File: config.mk
export PLATFORM = sky130hd
export DESIGN_NAME = pwm_multi
export DESIGN_NICKNAME = d
export VERILOG_FILES = /design/src/rtl/pwm_multi.sv
export SDC_FILE = /design/constraint.sdc
export NUM_CORES = 1
export LEC_CHECK = 0
export CELL_PAD_IN_SITES_DETAIL_PLACEMENT = 1
export CELL_PAD_IN_SITES_GLOBAL_PLACEMENT = 1
export CORE_ASPECT_RATIO = 0.7
export CORE_MARGIN = 2
export CORE_UTILIZATION = 45
export DETAILED_ROUTE_END_ITERATION = 6
export PLACE_DENSITY = 0.79
export SLEW_MARGIN = 5
export SYNTH_ARGS = -nofsm -noshare
export SYNTH_HDL_FRONTEND = slang
export SYNTH_SLANG_ARGS = --single-unit
File: constraint.sdc
create_clock -name clk -period 5.7 [get_ports clk]
set_input_delay 1.14 -clock clk [delete_from_list [all_inputs] [get_ports clk]]
set_output_delay 1.14 -clock clk [all_outputs]
set_load 0.01 [all_outputs]
File: src/rtl/pwm_multi.sv
// N-channel PWM: one shared prescaler and period counter, per-channel double-buffered duty
// and live output polarity. Edge-aligned or center-aligned counting is selected per period.
module pwm_multi #(
    parameter int R  = 8,
    parameter int N  = 4,
    parameter int CW = (N > 1) ? $clog2(N) : 1
) (
    input  logic          clk,
    input  logic          rst,
    input  logic [31:0]   dvsr,
    input  logic          mode,
    input  logic [N-1:0]  polarity,
    input  logic          wr_en,
    input  logic [CW-1:0] wr_ch,
    input  logic [R:0]    wr_duty,
    output logic [N-1:0]  pwm_out,
    output logic          period_tick
);

    localparam logic [R-1:0] D_MAX = '1;

    logic [31:0]  q_reg;
    logic [R-1:0] d_reg;
    logic         dir_reg;        // 0 = counting up, 1 = counting down
    logic         mode_act_reg;
    logic         tick;
    logic         boundary;
    logic [N-1:0] raw;

    // >= rather than == so a dvsr lowered below q wraps immediately
    assign tick = (q_reg >= dvsr);

    assign boundary = tick && (mode_act_reg ? ((d_reg == '0) && dir_reg)
                                            : (d_reg == D_MAX));

    always_ff @(posedge clk or posedge rst) begin
        if (rst) begin
            q_reg        <= '0;
            d_reg        <= '0;
            dir_reg      <= 1'b0;
            mode_act_reg <= 1'b0;
            period_tick  <= 1'b0;
        end else begin
            q_reg       <= tick ? '0 : q_reg + 32'd1;
            period_tick <= boundary;
            // Every period starts at d=0 counting up, whichever mode is latched next.
            if (boundary) begin
                d_reg        <= '0;
                dir_reg      <= 1'b0;
                mode_act_reg <= mode;
            end else if (tick) begin
                if (!mode_act_reg) begin
                    d_reg   <= d_reg + 1'b1;
                    dir_reg <= 1'b0;
                end else if (!dir_reg) begin
                    if (d_reg == D_MAX)
                        dir_reg <= 1'b1;
                    else
                        d_reg <= d_reg + 1'b1;
                end else begin
                    d_reg <= d_reg - 1'b1;
                end
            end
        end
    end

    generate
        for (genvar gi = 0; gi < N; gi++) begin : g_ch
            logic [R:0] shadow_reg;
            logic [R:0] duty_act_reg;

            always_ff @(posedge clk or posedge rst) begin
                if (rst) begin
                    shadow_reg   <= '0;
                    duty_act_reg <= '0;
                end else begin
                    if (wr_en && (wr_ch == CW'(gi)))
                        shadow_reg <= wr_duty;
                    // Old shadow moves to active even if a write lands this same cycle.
                    if (boundary)
                        duty_act_reg <= shadow_reg;
                end
            end

            assign raw[gi] = ({1'b0, d_reg} < duty_act_reg);
        end
    endgenerate

    always_ff @(posedge clk or posedge rst) begin
        if (rst)
            pwm_out <= '0;
        else
            pwm_out <= raw ^ polarity;
    end

endmodule
==> flow_summary.toml <==
[logic_synthesis]
synth-edff-count = 0
synth-simple-area-share = 0.127
ys.flop_type = "dfrtp_1"
ys_types = 52
synth_fa_ha_area_frac = 0.117
ys_ff_latch = 119
synth_top_family_by_area = "multiplexers"
synthMuxAreaShare = 0.141
async_reset_ff_frac = 1.00
synth-xor-area-share = 0.0404
syn-cell-area_mm2 = 0.00673
seq_area_frac_synth = 0.443
synth_warnings = 0
syn-num-nets = 738
synth_compound_area_frac = 0.0759
synth.avg_cell_area_um2 = 10.8
syn-instance-count = 624

[clock_network]
cts_root_buffer = "clkbuf_16"
clk_latency_ps = 420
post_cts_buffers = 0
cts_inserted_buffers = 17
post_cts_resized = 0
tritoncts = "built"
clk_path_buf_depth = 2
cts-hold-fix-buffers = 0
clkTransAtPathRegs_ps = 50
cts.sink_count = 119
htree_num_levels = 4

[floorplanning]
die_w_um = 150
core-area_mm2 = 0.0147
die-area_mm2 = 0.0160
die_h_um = 106
num_rows = 37
ios = 56
start_util = 0.458

[route]
vias_per_cell = 5.51
detail_route.first_pass.iterations = 4
drc = 0
drt-initial-drc-count = 257
vias = 4951
detail_route.wl_per_cell_um = 19.0
drtAntennaViolNets = 0
drt-total-wl_um = 17100

[timing]
max_freq_mhz = 247
tightest_slew_ps = 947
maxSlewHeadroom = 0.366
setup_viol = 0
rsz0062_at_grt = "false"
drv_slew = 0
hold_viol_final = 0
fin_setup_tns_ps = 0
fin_crit_ps = 4060
min_period_over_period = 0.712
skew_ps = 7.29

[final_layout]
final_cells = 898
antennaDiodeCount = 0
fill_cells = 1581
nets = 804
drive_gt1_frac = 0.169
area_growth_pct = 20.1
mostFrequentLayoutCells = "119 x dfrtp_1, 76 x inv_1, 63 x ha_1"
layout_commonest_cell = "dfrtp_1"

[worst_hold_path]
holdPathStages = 1
hp-class = "reg2reg"
min-delay-start = "g_ch[1].shadow_reg[0]$_DFFE_PP0P_"
whs_endpoint = "g_ch[1].duty_act_reg[0]$_DFFE_PP0N_"

[critical_path]
cp_data_required_time_ps = 5990
critical_path_class = "in2reg"
worst_setup_path_start_kind = "primary input"
critPathArrivalTime_ps = 4350
reg2reg_to = "q_reg[8]$_DFF_PP0_"
rr_startpoint = "q_reg[29]$_DFF_PP0_"
endpoint_kind = "flip-flop"
cp_max_fo = 19
r2r_setup_slack_ps = 2430
ff2ff_path_depth = 8

[pwr]
p_leak_uw = 0.00381
vdd_drop_max_mv = 0.200
power_density_mw_per_mm2 = 265

[place]
port-buffer-count = 55
place_hpwl_um = 12000
place.gp.congestion = 0.803
place_inst = 866

[status]
status = "finished clean"

[global_routing]
grt_pass1_wl_um = 28300
grt_max_degree = 45
grt_pass1_vias = 5544
overflow = 0
antenna_found_initial = 0
groute.usage.overall = 0.231

[flow_run]
max_cap_viol_count = 0
cells in the mapped netlist, types with 3 or more instances:
cell / instances / area share
a32o_1: 3 / 0.0045
clkbuf_1: 4 / 0.0022
xnor2_1: 18 / 0.023
o21a_1: 5 / 0.0056
dfrtp_1: 119 / 0.44
mux2_4: 19 / 0.042
a221oi_1: 5 / 0.0065
buf_6: 3 / 0.0050
nand3_1: 19 / 0.014
mux2_2: 57 / 0.095
and4b_1: 3 / 0.0045
nor3b_1: 6 / 0.0067
nand4_1: 9 / 0.0084
a2111oi_0: 5 / 0.0065
nand4b_1: 3 / 0.0039
and3_1: 9 / 0.0084
buf_2: 6 / 0.0045
nor2_1: 53 / 0.030
nor3_1: 16 / 0.012
o211ai_1: 5 / 0.0056
nor4_1: 4 / 0.0037
a21oi_1: 22 / 0.016
a21o_1: 4 / 0.0045
o21ai_0: 13 / 0.0097
nand3b_1: 3 / 0.0033
nand2_1: 27 / 0.015
a21boi_0: 4 / 0.0045
inv_1: 77 / 0.043
xor2_1: 13 / 0.017
ha_1: 63 / 0.12
cell type report:
class,instances,area (um^2),area share
inverters,77,292,0.0361
clock inverters,8,95.1,0.0118
flip-flops and latches,119,2980,0.369
well taps,195,244,0.0302
clock buffers,24,492,0.0609
repair buffers,61,596,0.0737
multi-input cells,414,3380,0.419
worst max path at each step:
| stage | start | to | slack (ps) | depth (start not counted) |
|---|---|---|---|---|
| 5_1_grt | dvsr[31] | q_reg[8]$_DFF_PP0_ | 1350 | 10 |
| 2_1_floorplan | rst | d_reg[0]$_DFFE_PP0P_ | 1400 | 1 |
| 3_3_place_gp | dvsr[29] | q_reg[4]$_DFF_PP0_ | 1340 | 10 |
| 3_5_place_dp | dvsr[29] | q_reg[2]$_DFF_PP0_ | 1230 | 10 |
| 4_1_cts | dvsr[29] | q_reg[8]$_DFF_PP0_ | 1650 | 10 |
| 6_report | dvsr[29] | q_reg[8]$_DFF_PP0_ | 1640 | 10 |
cell families after synthesis:
kind of cell             count (synthesis)
adder cells (fa/ha/maj)                 63
AND/OR/NAND/NOR                        167
multiplexers                            78
buffers and inverters                   91
AO/OA/AOI/OAI                           75
flip-flops                             119
XOR/XNOR                                31
power breakdown:
group / switching (uW) / leakage, uW / internal (uW)
sequential: 28.8 / 0.00156 / 897
clock: 383 / 0.000286 / 686
combinational: 64.3 / 0.00196 / 85.3
total: 476 / 0.00381 / 1670
critical path: stages:
cell             delay (ps)
clkdlybuf4s50_1         470
inv_1                    50
ha_1                    290
nand4_1                 170
nor4_1                  500
a221oi_1                210
o211ai_1                460
or2_1                   620
buf_4                   360
nor2_1                   90
stage by stage:
stage          worst slack (ps)  instance area (um^2)  power (uW)  hold WS [ps]  utilization
2_1_floorplan              1400                  6730        1010           452            -
4_1_cts                    1650                  8080        2160           492        0.551
5_1_grt                    1350                  8080        2220           511        0.551
3_3_place_gp               1340                  7490        1070           467        0.511
3_5_place_dp               1230                  7490        1090           480        0.511
6_report                   1640                  8080        2140           490        0.551
per-layer routing:
metal  vias up  GRT usage  routed length [um]
li1       2311          -                   -
met1      2517      0.303                7870
met2        99      0.388                8370
met3        24     0.0481                 610
met4         0     0.0654                 255
met5         -          0                   0
Power figures use the tool's default switching activity.
